--- src/rtl/processing_element.sv ---
// Weight-stationary systolic-array processing element.
// Forwards the activation along the row, accumulates activation*WEIGHT into the
// column partial sum (saturating at 19 bits), and emits a rounded, shifted,
// saturated 8-bit result.
// Optional build macro: PE_RELU_EN -- when defined, out_c lower clamp is 0.
module processing_element #(
   parameter int          WEIGHT = 1,   // signed stationary weight, -128..127
   parameter int unsigned SHIFT  = 0    // requantization right-shift, 0..18
) (
   input  logic        clk,
   input  logic        reset,
   input  logic [7:0]  in_a,
   input  logic [18:0] in_b,
   output logic [7:0]  out_a,
   output logic [18:0] out_b,
   output logic [7:0]  out_c
);

   localparam int unsigned A_W = 8;
   localparam int unsigned B_W = 19;
   localparam int unsigned P_W = 17;
   localparam int unsigned S_W = 20;
   localparam int unsigned C_W = 8;

   localparam logic signed [A_W-1:0] W_S = A_W'(WEIGHT);

   // Half-LSB rounding offset; zero when no shift is applied.
   localparam int unsigned           RND_I = (32'(1) << SHIFT) >> 1;
   localparam logic signed [S_W-1:0] RND   = S_W'(RND_I);

   localparam logic signed [S_W-1:0] B_MAX = S_W'(262143);
   localparam logic signed [S_W-1:0] B_MIN = -S_W'(262144);
   localparam logic signed [S_W-1:0] C_MAX = S_W'(127);
`ifdef PE_RELU_EN
   localparam logic signed [S_W-1:0] C_MIN = S_W'(0);
`else
   localparam logic signed [S_W-1:0] C_MIN = -S_W'(128);
`endif

   logic signed [P_W-1:0] a_ext_c;
   logic signed [P_W-1:0] w_ext_c;
   logic signed [P_W-1:0] prod_c;
   logic signed [S_W-1:0] sum_c;
   logic signed [S_W-1:0] q_c;
   logic        [B_W-1:0] b_nxt_c;
   logic        [C_W-1:0] c_nxt_c;

   // Unsigned activation times signed weight; the 17-bit product never overflows.
   always_comb begin
      a_ext_c = P_W'(signed'({1'b0, in_a}));
      w_ext_c = P_W'(W_S);
      prod_c  = a_ext_c * w_ext_c;
   end

   // Wide accumulate so the sum cannot wrap before saturation.
   always_comb begin
      sum_c = S_W'(signed'(in_b)) + S_W'(prod_c);
   end

   // Saturate the partial sum to the signed 19-bit column range.
   always_comb begin
      b_nxt_c = sum_c[B_W-1:0];
      if (sum_c > B_MAX) begin
         b_nxt_c = B_MAX[B_W-1:0];
      end else if (sum_c < B_MIN) begin
         b_nxt_c = B_MIN[B_W-1:0];
      end
   end

   // Requantize from the unsaturated sum: round half up, arithmetic shift, clamp.
   always_comb begin
      q_c     = (sum_c + RND) >>> SHIFT;
      c_nxt_c = q_c[C_W-1:0];
      if (q_c > C_MAX) begin
         c_nxt_c = C_MAX[C_W-1:0];
      end else if (q_c < C_MIN) begin
         c_nxt_c = C_MIN[C_W-1:0];
      end
   end

   // Output registers; reset clears them immediately.
   always_ff @(posedge clk or posedge reset) begin
      if (reset) begin
         out_a <= '0;
         out_b <= '0;
         out_c <= '0;
      end else begin
         out_a <= in_a;
         out_b <= b_nxt_c;
         out_c <= c_nxt_c;
      end
   end

endmodule

--- config.mk ---
export PLATFORM = sky130hd
export DESIGN_NAME = processing_element
export DESIGN_NICKNAME = d
export VERILOG_FILES = /design/src/rtl/processing_element.sv
export SDC_FILE = /design/constraint.sdc
export NUM_CORES = 1
export LEC_CHECK = 0
export ABC_AREA = 1
export CORE_UTILIZATION = 47
export CTS_CLUSTER_SIZE = 20
export DETAILED_ROUTE_END_ITERATION = 8
export PLACE_DENSITY = 0.91
export SYNTH_ARGS = -nofsm -noshare
export SYNTH_HDL_FRONTEND = slang
export SYNTH_SLANG_ARGS = --single-unit
--- constraint.sdc ---
create_clock -name clk -period 1.2 [get_ports clk]
set_input_delay 0.24 -clock clk [delete_from_list [all_inputs] [get_ports clk]]
set_output_delay 0.24 -clock clk [all_outputs]
set_load 0.005 [all_outputs]
==> results.py <==
metrics = {
    "outcome": {
        "status": "finished with violations",
        "failed_checks": "setup timing",
    },
    "floorplan": {
        "rows": 24,
        "die_h_um": 69.7,
        "io_pins": 64,
        "start_util_pct": 49.1,
        "die_area_um2": 4860,
        "core_um2": 4380,
        "die_x_um": 69.7,
    },
    "timing": {
        "worst_pin_slew_ns": 0.342,
        "slew_violations": 0,
        "finalHoldViolCount": 0,
        "setup_viol": 30,
        "fin_crit_sh_pct": 181,
        "max_freq_mhz": 460,
        "setup_slack_ns": -0.972,
        "post-route-min-period_ns": 2.17,
        "rsz0062_at_grt": "yes",
        "finalSetupTns_ns": -20.89,
        "slew_headroom_pct": 77.1,
    },
    "setup_path": {
        "path_class": "in2reg",
        "cp-start-kind": "input pin",
        "cp.required_ns": 1.38,
        "end_kind": "flip-flop",
        "critPathArrivalTime_ns": 2.36,
        "critPathMaxFanout": 7,
    },
    "placement": {
        "place.gp.congestion": 0.883,
        "portBuffers": 63,
        "dpl_cell_area_um2": 3390,
        "dpl.hpwl_um": 4680,
    },
    "logic_synthesis": {
        "ys_warn_count": 0,
        "seq_area_frac_synth_pct": 40.7,
        "synth_cells": 293,
        "synth_area_um2": 2150,
        "synth_top_cell_by_area": "dfrtp_1",
        "synth.top_cell.area_share_pct": 40.7,
        "synthFlopType": "dfrtp_1",
        "synth_most_common_cell": "nand2_1",
        "yosys.cell_types.count": 28,
        "yosys-top-cells-area": "dfrtp_1, nand2_1, inv_1",
        "async_flop_share_pct": 100,
        "synthTopCellsByCount": "nand2_1, inv_1, dfrtp_1, nand3_1, nor2_1",
        "synth_edf_count": 0,
        "synth_seq_cells": 35,
        "syn_area_per_cell_um2": 7.35,
        "syn-num-nets": 331,
    },
    "cts": {
        "clk_path_buf_depth": 2,
        "cts.sinks": 35,
        "cts_tree": "built",
        "cts.clk_slew.worst_paths_ns": 0.09,
        "clockRootBuffer": "clkbuf_8",
        "cts-htree-levels": 2,
        "numCtsBuffers": 5,
    },
    "pwr": {
        "pwr_density_cell_nw_per_um2": 1020,
        "peakVddDrop_v": 0.000656,
        "p_leak_nw": 2.01,
    },
    "grt": {
        "grt-ovfl-total": 0,
        "grt_pass1_wl_um": 13300,
        "grtUsageTotal_pct": 35.6,
        "grt_pass1_vias": 2741,
        "grt_max_degree": 36,
        "busiest_layer": "met2",
        "use_met2_pct": 66.0,
        "grt_antenna_before_repair": 0,
        "grtUsageMet1_pct": 39.5,
        "grt_use_met3_pct": 5.67,
    },
    "route": {
        "drtAntennaViolNets": 0,
        "dr.pass1.iters": 9,
        "wl_per_cell_um": 22.1,
        "drt-total-wl_um": 10800,
        "routed_via_density": 6.05,
        "drc": 0,
        "vias": 2959,
        "dr.first_iter.drc_count": 320,
    },
    "min_path": {
        "hold_class": "in2reg",
        "hold_path_startpoint": "in_a[7]",
        "min_path_cells": 1,
        "hold-path-endpoint": "out_a[7]",
    },
    "flow_run": {
        "maxCapViolCount": 0,
    },
    "final_layout": {
        "area_growth_pct": 84.3,
        "fill_cells": 169,
        "final_net_count": 474,
        "diodes": 0,
        "drive_gt1_share_pct": 49.7,
        "post-route-cell-area_um2": 3970,
    },
}
## critical path: stages
cell and delay, ns:
buf_2 0.12, ha_4 0.32, nand2_4 0.08, buf_4 0.13
nor2_1 0.13, nand3_1 0.23, nand3_1 0.17, nand2_1 0.09
nand2_2 0.15, nand3_1 0.14, nor3_2 0.25, nand2_2 0.10
nand2_4 0.12, nand2_1 0.08
## per-stage QoR
stage | worst slack (ns) | hold WS (ns) | instances | power (mW) | util [%]
6_report | -0.972 | 0.0388 | 489 | 4.05 | 90.6
5_1_grt | -1.09 | 0.0240 | 489 | 4.17 | 90.6
4_1_cts | -0.558 | 0.0541 | 488 | 3.71 | 86.3
3_5_place_dp | -1.40 | 0.624 | 463 | 2.50 | 77.4
3_3_place_gp | -1.30 | 0.606 | 463 | 2.46 | 77.4
2_1_floorplan | -0.699 | 0.271 | 293 | 1.85 | -
## where the power goes
part / switching (mW) / leakage (nW) / internal [mW] / total, mW
clock network: 0.517 / 0.0612 / 0.674 / 1.19
registers: 0.0380 / 0.396 / 1.29 / 1.33
logic: 0.822 / 1.55 / 0.710 / 1.53
total: 1.38 / 2.01 / 2.67 / 4.05
## kinds of logic after synthesis
group | after synthesis | synth area share, %
compound gates | 12 | 3.08
xor+xnor | 7 | 2.85
fa+ha+maj | 9 | 5.58
buf+inv | 53 | 9.93
flops | 35 | 40.7
simple gates | 177 | 37.9
## sequential cells by signal, summed over array words and instances, names as in the netlist
signal / count
out_b: 19
out_a: 8
out_c: 8
## cell usage in the layout, fill, tap and decap left out, types with 3 or more instances in the layout
cell,netlist,layout
dlygate4sd2_1,0,37
inv_1,48,36
nand3_2,3,7
o21ai_2,0,6
clkbuf_8,0,6
ha_4,0,8
nand2_2,6,37
nand3_1,19,11
or2_4,0,3
xor2_1,6,4
nor2_2,7,6
buf_4,0,62
buf_2,0,9
inv_2,3,13
nand2_1,106,65
nor2_4,1,10
nor2_1,16,8
nand2_4,2,12
nand4_1,5,5
dfrtp_1,35,35
clkdlybuf4s50_1,0,8
buf_6,2,15
nand3_4,0,4
## worst max path at each step
stage	from	to	slack, ns	cells past startpoint
CTS	in_b[0]	out_c[5]	-0.56	19
floorplan	in_a[0]	out_c[0]	-0.70	17
global route	in_b[6]	out_c[2]	-1.09	16
detailed placement	in_a[0]	out_c[5]	-1.40	16
global placement	in_a[0]	out_c[3]	-1.30	16
finish	in_a[4]	out_c[5]	-0.97	14
## repair_timing
action	4_1_cts	5_1_grt
setup endpoints to repair	62	29
resized for setup	179	54
hold endpoints to repair	0	0
cloned	1	0
pin swaps	51	28
buffers inserted	16	2
hold buffers	0	0
## per-layer routing
metal	share of wire [%]	wire [µm]
met1	34	3660
met2	48	5230
met3	10	1080
met4	7.6	815
met5	0	0
## layout make-up
cell class / count / area (µm²) / area share (%)
sequential: 35 / 876 / 22.1
tap: 52 / 65.1 / 1.64
inverter: 51 / 201 / 5.07
multi-input combinational: 205 / 1530 / 38.5
clock buffer: 6 / 82.6 / 2.08
timing repair inverter: 1 / 7.51 / 0.189
clock inverter: 2 / 35.0 / 0.882
timing repair buffer: 137 / 1170 / 29.6
Note: power is estimated with default switching activity, not from simulation.
